$ cat config.mk
export PLATFORM = sky130hd
export DESIGN_NAME = collector
export DESIGN_NICKNAME = d
export VERILOG_FILES = /design/src/rtl/collector_pkg.sv /design/src/rtl/collector_store.sv /design/src/rtl/collector.sv
export SDC_FILE = /design/constraint.sdc
export NUM_CORES = 1
export LEC_CHECK = 0
export BUFFER_PORTS_ARGS = -buffer_cell sky130_fd_sc_hd__buf_4
export CAP_MARGIN = 25
export CORE_MARGIN = 3
export CORE_UTILIZATION = 30
export DETAILED_ROUTE_END_ITERATION = 10
export GPL_TIMING_DRIVEN = 0
export PLACE_DENSITY_LB_ADDON = 0.08
export SLEW_MARGIN = 25
export SYNTH_ARGS = -nofsm -noshare
export SYNTH_HDL_FRONTEND = slang
export SYNTH_SLANG_ARGS = --single-unit
$ cat constraint.sdc
create_clock -name clk -period 11.7 [get_ports clk]
set_clock_uncertainty 0.05 [all_clocks]
set_input_delay 1.755 -clock clk [delete_from_list [all_inputs] [get_ports clk]]
set_output_delay 1.755 -clock clk [all_outputs]
set_load 0.05 [all_outputs]
$ cat src/rtl/collector_pkg.sv
// Shared constants and FSM state type for the skewed-matrix collector.
package collector_pkg;

    localparam int unsigned W     = 32;        // data word width (IEEE-754 single, stored bit-exact)
    localparam int unsigned N     = 4;         // matrix dimension and lane count
    localparam int unsigned BEATS = 2 * N - 1; // beats per skewed frame

    typedef enum logic [1:0] {
        IDLE    = 2'd0,
        COLLECT = 2'd1,
        FULL    = 2'd2
    } state_t;

endpackage

$ cat src/rtl/collector_store.sv
// Matrix storage for the collector: decodes which lanes land on which
// element for a given beat of the skew, and serves combinational reads.
module collector_store #(
    parameter  int unsigned W  = collector_pkg::W,
    parameter  int unsigned N  = collector_pkg::N,
    localparam int unsigned BW = $clog2(2 * N - 1),
    localparam int unsigned AW = $clog2(N * N)
) (
    input  logic                clk,
    input  logic                rst,
    input  logic                we,
    input  logic [BW-1:0]       beat,
    input  logic [N-1:0][W-1:0] lanes,
    input  logic [AW-1:0]       rd_addr,
    output logic [W-1:0]        rd_data
);

    logic [W-1:0]  mat       [N*N];
    logic [N-1:0]  lane_we;
    logic [BW-1:0] lane_col  [N];
    logic [AW-1:0] lane_addr [N];

    // Lane i carries row i delayed by i beats; only columns 0..N-1 are real.
    always_comb begin
        for (int i = 0; i < int'(N); i++) begin
            lane_col[i]  = beat - BW'(i);
            lane_we[i]   = we && (beat >= BW'(i)) && (lane_col[i] < BW'(N));
            lane_addr[i] = AW'(i * int'(N)) + AW'(lane_col[i]);
        end
    end

    // Element storage; cleared on reset, written per enabled lane.
    always_ff @(posedge clk) begin
        if (rst) begin
            for (int k = 0; k < int'(N * N); k++) begin
                mat[k] <= '0;
            end
        end else begin
            for (int i = 0; i < int'(N); i++) begin
                if (lane_we[i]) begin
                    mat[lane_addr[i]] <= lanes[i];
                end
            end
        end
    end

    assign rd_data = mat[rd_addr];

endmodule

$ cat src/rtl/collector.sv
// Collects one skewed N x N frame from the dispatcher lanes into a matrix,
// holds it until the consumer releases it, and flags protocol errors.
// The consumer handshake port is named rel because release is a reserved word.
module collector #(
    parameter  int unsigned W  = collector_pkg::W,
    parameter  int unsigned N  = collector_pkg::N,
    localparam int unsigned AW = $clog2(N * N)
) (
    input  logic          clk,
    input  logic          rst,
    input  logic [W-1:0]  d1,
    input  logic [W-1:0]  d2,
    input  logic [W-1:0]  d3,
    input  logic [W-1:0]  d4,
    input  logic          in_valid,
    input  logic          in_first,
    output logic          in_ready,
    output logic          done,
    output logic          full,
    input  logic          rel,
    input  logic [AW-1:0] rd_addr,
    output logic [W-1:0]  rd_data,
    output logic          frame_err
);

    import collector_pkg::*;

    localparam int unsigned   BW   = $clog2(2 * N - 1);
    localparam logic [BW-1:0] LAST = BW'(2 * N - 2);

    state_t              state_q;
    state_t              state_d;
    logic [BW-1:0]       beat_q;
    logic [BW-1:0]       beat_d;
    logic [BW-1:0]       wr_beat;
    logic                store_we;
    logic                err_set;
    logic                done_d;
    logic                accept;
    logic [N-1:0][W-1:0] lanes;

    assign lanes  = {d4, d3, d2, d1};
    assign accept = in_valid && in_ready;

    // Next-state, beat counter and store-write decode.
    always_comb begin
        state_d  = state_q;
        beat_d   = beat_q;
        wr_beat  = beat_q;
        store_we = 1'b0;
        err_set  = 1'b0;
        done_d   = 1'b0;
        unique case (state_q)
            IDLE: begin
                if (accept) begin
                    if (in_first) begin
                        store_we = 1'b1;
                        wr_beat  = '0;
                        beat_d   = BW'(1);
                        state_d  = COLLECT;
                    end else begin
                        err_set = 1'b1;
                    end
                end
            end
            COLLECT: begin
                if (accept) begin
                    store_we = 1'b1;
                    if (in_first) begin
                        // Restart in place: earlier writes stay until overwritten.
                        err_set = 1'b1;
                        wr_beat = '0;
                        beat_d  = BW'(1);
                    end else if (beat_q == LAST) begin
                        state_d = FULL;
                        beat_d  = '0;
                        done_d  = 1'b1;
                    end else begin
                        beat_d = beat_q + BW'(1);
                    end
                end
            end
            FULL: begin
                if (rel) begin
                    state_d = IDLE;
                    beat_d  = '0;
                end
            end
            default: begin
                state_d = IDLE;
                beat_d  = '0;
            end
        endcase
    end

    // State register and registered status outputs.
    always_ff @(posedge clk) begin
        if (rst) begin
            state_q   <= IDLE;
            beat_q    <= '0;
            done      <= 1'b0;
            full      <= 1'b0;
            in_ready  <= 1'b1;
            frame_err <= 1'b0;
        end else begin
            state_q   <= state_d;
            beat_q    <= beat_d;
            done      <= done_d;
            full      <= (state_d == FULL);
            in_ready  <= (state_d != FULL);
            frame_err <= frame_err | err_set;
        end
    end

    collector_store #(
        .W (W),
        .N (N)
    ) u_store (
        .clk     (clk),
        .rst     (rst),
        .we      (store_we),
        .beat    (wr_beat),
        .lanes   (lanes),
        .rd_addr (rd_addr),
        .rd_data (rd_data)
    );

endmodule

# Word-level counts from Yosys, hierarchy flattened
# Memory sizes are Yosys's and may differ from the RTL's.
# Cells that the tools add are included.
classes:
  addsub: 7
  magnitude_cmp: 8
  eq_ne: 9
  muxes: 51
  n_bitwise: 3
  n_reduce_logical: 17
op_table:
  columns: ["operator", "count"]
  rows:
  - ["2-to-1 mux 32 bit", 4]
  - ["OR reduction 32 bit", 4]
  - ["2-to-1 mux 3 bit", 9]
  - ["2-to-1 mux 1 bit", 24]
  - ["2-to-1 mux 4 bit", 4]
  - ["less-than comparator 3 bit (second input constant)", 4]
  - ["2-to-1 mux 2 bit", 6]
  - ["inequality test 2 bit (second input constant)", 5]
  - ["logical AND 1 bit", 9]
  - ["one-hot mux 3 bit (3 select lines)", 1]
  - ["adder 4 x 3 -> 4 bit (first input constant)", 2]
  - ["greater-or-equal comparator 3 x 1 -> 1 bit (second input constant)", 2]
  - ["greater-or-equal comparator 3 x 2 -> 1 bit (second input constant)", 2]
  - ["one-hot mux 2 bit (3 select lines)", 1]
  - ["subtractor 3 x 2 -> 3 bit (second input constant)", 2]
  - ["adder 3 x 3 -> 4 bit (first input constant)", 1]
  - ["equality test 2 bit (second input constant)", 2]
  - ["one-hot mux 1 bit (2 select lines)", 2]
  - ["AND reduction 4 bit", 1]
  - ["OR reduction 4 bit", 1]
  - ["adder 3 x 1 -> 3 bit (second input constant)", 1]
  - ["equality test 3 bit (second input constant)", 1]
  - ["subtractor 3 x 1 -> 3 bit (second input constant)", 1]
  - ["equality test 2 x 1 -> 1 bit (second input constant)", 1]
  - ["4 further kinds", 5]
word_totals:
  ff_bits: 9
  mem_bits_rw: 512
  input_bits: 137
  out_inout_bits: 36
  elab_cells: 102
  memories: 1
memory_table:
  columns: ["memory", "depth", "width", "read_ports", "rd_ports_with_merged_regs", "wr", "line_no", "text"]
  rows:
  - ["u_store.mat", 16, 32, 1, 0, 16, "collector_store.sv:18", "logic [W-1:0] mat [N*N];"]

# Logic depth before layout (Yosys ltp)
logic_depth:
  ltp_word: 11
  ltp_mapped: 11
  mapped_depth_nobuf: 8

# Modules after synthesis
# A second synthesis with hierarchy kept.
hier_totals:
  hier_cells: 1697
  area_unflattened_um2: 24676.2
by_module_without_submodules:
  columns: ["mod", "n_inst", "cells_per_inst", "area_per_inst_um2", "seq_area_each_um2"]
  rows:
  - ["collector_store", 1, 1646, 24208.2, 15374.7]
  - ["collector", 1, 51, 467.9, 180.2]

# Least setup slack after synthesis
# No wires, ideal clock.
synth_path:
  kind: "in2reg"
  startpoint: "input port in_first"
  endpoint: "memory u_store.mat[6][0] (enable)"
  setup_ns: 0.470
  t_arrival_ns: 5.555
  t_required_ns: 11.180
  path_slack_ns: 5.625
  stages: 7
  n_path_buf: 1
  path_cell_list: "and4b_1 > nor2_1 > inv_1 > ha_1 > or4b_1 > buf_4 > o31ai_1"
synth_rtl:
  columns: ["element", "line_no", "text"]
  rows:
  - ["start: declaration", "collector.sv:16", "input logic in_first,"]
  - ["end: declaration", "collector_store.sv:18", null]

# Worst setup path in the final report
layout_path:
  startpoint: "input port rd_addr[0]"
  endpoint: "output port rd_data[22]"
layout_between:
  elab_chain_len: 1
layout_lines:
  columns: ["element", "line_no", "text"]
  rows:
  - ["start: declaration", "collector.sv:21", "input logic [AW-1:0] rd_addr,"]
  - ["memory read (16 x 32 bit)", null, null]
  - ["end: declaration", "collector.sv:22", "output logic [W-1:0] rd_data,"]
# Every way passes these cells.

==> flow_results.org <==
** Synthesis
- Sequential cells were found to cover 64.6% of the synthesized design area.
- In this run the cell area of the synthesized design comes to between 20,000 and 25,000 sq um.
- The share of synthesized area in the top cell type comes to between 60% and 70%.
- Synthesis produced a netlist whose cell count is between 1,500 and 2,000.
- The average instance in the mapped netlist occupies 15.2 sq um.
- Number of distinct library cell variants in the gate-level netlist after synthesis :: between 40 and 50
- EDFF count, synth :: between 500 and 600
- The number of nets in the synthesized netlist is around 1,700.
- For this run, the leading register cell type out of synthesis is sky130_fd_sc_hd__edfxtp_1.
- Post-synthesis register bit count :: between 500 and 600
- Top cells by area in the synthesized netlist :: sky130_fd_sc_hd__edfxtp_1 64%, sky130_fd_sc_hd__mux4_2 12%, sky130_fd_sc_hd__and2_1 9.2%
- sky130_fd_sc_hd__edfxtp_1 takes more of the synthesized area than any other cell.
- Synth Warn # :: 0
- Post-synthesis async set-or-reset flop share :: 0%

** Pwr
- Comb power frac :: ~8.9%
- In this run the power spent charging and discharging nets is slightly above 1 mW.
- Sequential power share :: approximately half
- The clock network burns 41.4% of the power.
- The worst-case IR drop observed on VDD is 0.000129 V.
- Net switching is between 20% and 30% of the power.
- Leak pwr :: between 10 and 15 nW
- Cell internal power was estimated by the tool at 3.26 mW.
- For this design the ratio of total power to cell area is 149 nW/um^2.

** Clocking
- Number of levels the H-tree was split into :: 2
- Worst-path clk slew :: 0.06 ns
- The clock reaches the later pin of the worst-skew pair after 0.61 ns.
- CTS placed an instance of sky130_fd_sc_hd__clkbuf_16 at the clock tree root.
- Num Clock Sinks :: roughly 520
- In this run, post-CTS hold repair placed 0 buffers.
- The longest clock path from root to sink contains 3 buffers.
- Counting the buffers created by CTS gives 60.
- Gates resized during post-CTS repair numbered 0.
- Post-CTS setup-driven buffer insertion count :: 0
- CTS tree :: yes

** Timing
- Final hold violation count :: 0
- In this run the tightest slew margin relative to its limit is between 30% and 40%.
- Final critical-path share of the clock period :: approximately 57%
- The clock period could shrink to 6.62 ns.
- Setup violations remaining at the end of the flow were counted as 0.
- After routing, the total negative slack on setup checks comes to 0 ns.
- Number of max-slew violations in the final report :: 0
- Transition time of the tightest slew-check pin :: about 1.0 ns
- Timing would allow up to about 150 MHz.
- RSZ-0062 raised after global routing :: no

** Detailed routing
- For this block, the initial DRC count from the detailed router was 1,153.
- Vias after detailed routing :: 14,400
- After detailed routing, the average wire length per cell comes to about 26 um.
- Met3 wire len :: ~4000 um
- The routed design uses 38,200 um of met2 wire.
- Once detail routing completed, the nets flagged for antenna violations numbered 0.
- The final layout contains routed wiring with a total length of around 77,000 um.
- Before antenna repair, the detailed router went through 5 iterations.
- After detailed routing, the wire length on met1 is approximately 33,000 um.
- The detailed router used layers up to and including met5.
- DRC violation count after routing :: 0
- In the routed layout, each cell is associated on average with a via count of about 4.9.

** Die
- For this configuration, the core starts out at a cell density of 30.4%.
- The floorplan step set the die height to 289 um.
- Die outline width :: approximately 290 um
- In this run the standard cell core region covers a little under 80,000 sq um.
- Row generation in the floorplan step produced approximately 100 rows.
- The die covers 83,700 sq um.
- Pin placement for this block handled 173 I/O pins.

** Finish
- Cells fill about 36% of the core in the end.
- Final std cell area, no fill :: slightly below 30,000 sq um
- Leaving out fill and tap cells, the most frequent cell in the layout is sky130_fd_sc_hd__edfxtp_1.
- Final net count :: ~2,000
- The post-route netlist has between 20% and 30% of its cells at a drive strength greater than 1.
- Relative to the synthesized area, the layout overhead comes to 19.6%.
- Commonest non-fill, non-tap cells in the layout :: 512 x sky130_fd_sc_hd__edfxtp_1, 354 x sky130_fd_sc_hd__and2_1, 174 x sky130_fd_sc_hd__buf_4

** Placed design
- In this run the cell area measured after placement is between 20,000 and 30,000 sq um.
- Input/output buffers :: between 150 and 200
- After legalization and detailed placement, the total HPWL measured approximately 53,000 um.
- Routability-driven placement finished with a final weighted congestion of around 0.77.

** Min path
- Path class of the lowest-slack min-delay path :: register to register

** Worst setup path
- Data on the critical path is required at its endpoint by about 9.9 ns.
- Critical path class :: input pin to output port
- Origin of the critical flop-to-flop path :: state_q[1]$_SDFF_PP0_
- For flop-to-flop paths, the worst setup slack is roughly 6.7 ns.
- Data arrives at the worst endpoint at between 4 and 5 ns.
- R2R depth :: 9
- Reg-to-reg endpoint :: u_store.mat[12][12]$_DFFE_PP_
- The most critical setup path has its startpoint at rd_addr[0].
- The worst setup path is captured at an output port.
- Crit Path Max Fanout :: 10
- The most critical setup path has its endpoint at rd_data[22].
- The worst setup path is launched from an input pin.

** Global routing
- The total overflow left after global routing is 0.
- Initial antenna violation count :: 6
- Total routing resource utilization after global routing :: 18.3%
- Via count of the first global-routing pass :: between 15,000 and 20,000
- Wire length of the first global-routing pass :: roughly 110,000 um
- Entering global routing, the biggest net connects 33 pins.

** Outcome
- The run finished with clean final reports.

** Flow run
- Max-cap violations in this run came to 0.
worst min-delay path by stage:
stage	start	end	slack (ns)	cells after the start
after floorplan	state_q[0]$_SDFF_PP0_	state_q[0]$_SDFF_PP0_	0.51	2
after global placement	frame_err$_SDFF_PP0_	frame_err$_SDFF_PP0_	0.42	2
after detailed placement	frame_err$_SDFF_PP0_	frame_err$_SDFF_PP0_	0.42	2
after CTS	frame_err$_SDFF_PP0_	frame_err$_SDFF_PP0_	0.43	2
after global routing	frame_err$_SDFF_PP0_	frame_err$_SDFF_PP0_	0.44	2
final	frame_err$_SDFF_PP0_	frame_err$_SDFF_PP0_	0.43	2
logic make-up (layout without fill, tap and decap cells):
kind of cell             after synthesis  in the layout  share of synthesized area (%)
AO/OA/AOI/OAI                         91             91                           2.84
adder cells (fa/ha/maj)                7              7                          0.364
buffers and inverters                162            454                           2.74
flip-flops                           521            521                           64.6
multiplexers                         192            192                           14.6
other                                  0              3                              0
AND/OR/NAND/NOR                      615            615                           14.8
state kept, by name, indices dropped and copies added, names as in the netlist:
register and flops:
beat_q 3, done 1, frame_err 1, full 1
in_ready 1, state_q 2, u_store.mat 512
cell type report:
cell class	count	area, sq um
well taps	1050	1310
plain buffers	121	514
diodes	3	7.51
multi-input cells	905	7960
flip-flops and latches	521	15600
fillers	7708	50500
clock inverters	31	200
clock buffers	79	1620
inverters	41	154
repair buffers	182	1480
critical path: stages:
cell and delay, ns:
sky130_fd_sc_hd__clkbuf_1 0.62, sky130_fd_sc_hd__buf_1 0.77, sky130_fd_sc_hd__mux4_2 0.66, sky130_fd_sc_hd__a22oi_1 0.51, sky130_fd_sc_hd__nand2_1 0.23, sky130_fd_sc_hd__buf_4 0.24
power groups by stage:
stage               registers, mW  logic, mW  clock network (mW)
floorplan                    2.16      0.202                   0
global placement             2.17      0.378                   0
detailed placement           2.17      0.388                   0
CTS                          2.13      0.389                1.82
global route                 2.14      0.407                1.90
finish                       2.13      0.382                1.77
metrics by stage:
stage          hold WS (ns)  total power [mW]  setup slack, ns  cells
3_3_place_gp          0.419              2.55             2.06   2808
6_report              0.432              4.29             5.08   2933
4_1_cts               0.434              4.34             5.00   2926
2_1_floorplan         0.509              2.37             5.63   1588
5_1_grt               0.445              4.44             4.89   2931
3_5_place_dp          0.420              2.56             5.01   2816
cell usage after synthesis (2+ instances only):
| cell type | n |
|---|---|
| sky130_fd_sc_hd__a21oi_1 | 7 |
| sky130_fd_sc_hd__a211oi_1 | 3 |
| sky130_fd_sc_hd__a21o_1 | 3 |
| sky130_fd_sc_hd__nor4_1 | 33 |
| sky130_fd_sc_hd__clkbuf_1 | 98 |
| sky130_fd_sc_hd__o21ba_2 | 2 |
| sky130_fd_sc_hd__mux2i_1 | 64 |
| sky130_fd_sc_hd__inv_1 | 41 |
| sky130_fd_sc_hd__nand3_1 | 2 |
| sky130_fd_sc_hd__nor2_1 | 13 |
| sky130_fd_sc_hd__a22oi_1 | 64 |
| sky130_fd_sc_hd__mux4_2 | 128 |
| sky130_fd_sc_hd__buf_1 | 13 |
| sky130_fd_sc_hd__nor3_1 | 10 |
| sky130_fd_sc_hd__buf_8 | 3 |
| sky130_fd_sc_hd__dfxtp_1 | 9 |
| sky130_fd_sc_hd__and3_1 | 64 |
| sky130_fd_sc_hd__nor3b_1 | 2 |
| sky130_fd_sc_hd__nand2_1 | 106 |
| sky130_fd_sc_hd__and2_1 | 354 |
| sky130_fd_sc_hd__a211o_1 | 2 |
| sky130_fd_sc_hd__or2b_1 | 3 |
| sky130_fd_sc_hd__ha_1 | 7 |
| sky130_fd_sc_hd__nor2b_1 | 4 |
| sky130_fd_sc_hd__o21ai_0 | 5 |
| sky130_fd_sc_hd__buf_2 | 3 |
| sky130_fd_sc_hd__or3_1 | 7 |
| sky130_fd_sc_hd__edfxtp_1 | 512 |
| sky130_fd_sc_hd__buf_4 | 4 |
| sky130_fd_sc_hd__or2_2 | 9 |
routing by layer:
metal / vias to the layer above / GRT usage, %
li1: 6478 / -
met1: 7492 / 24.2
met2: 371 / 31.2
met3: 96 / 3.47
met4: 4 / 4.23
met5: - / 0
(Power assumes the default switching activity.)
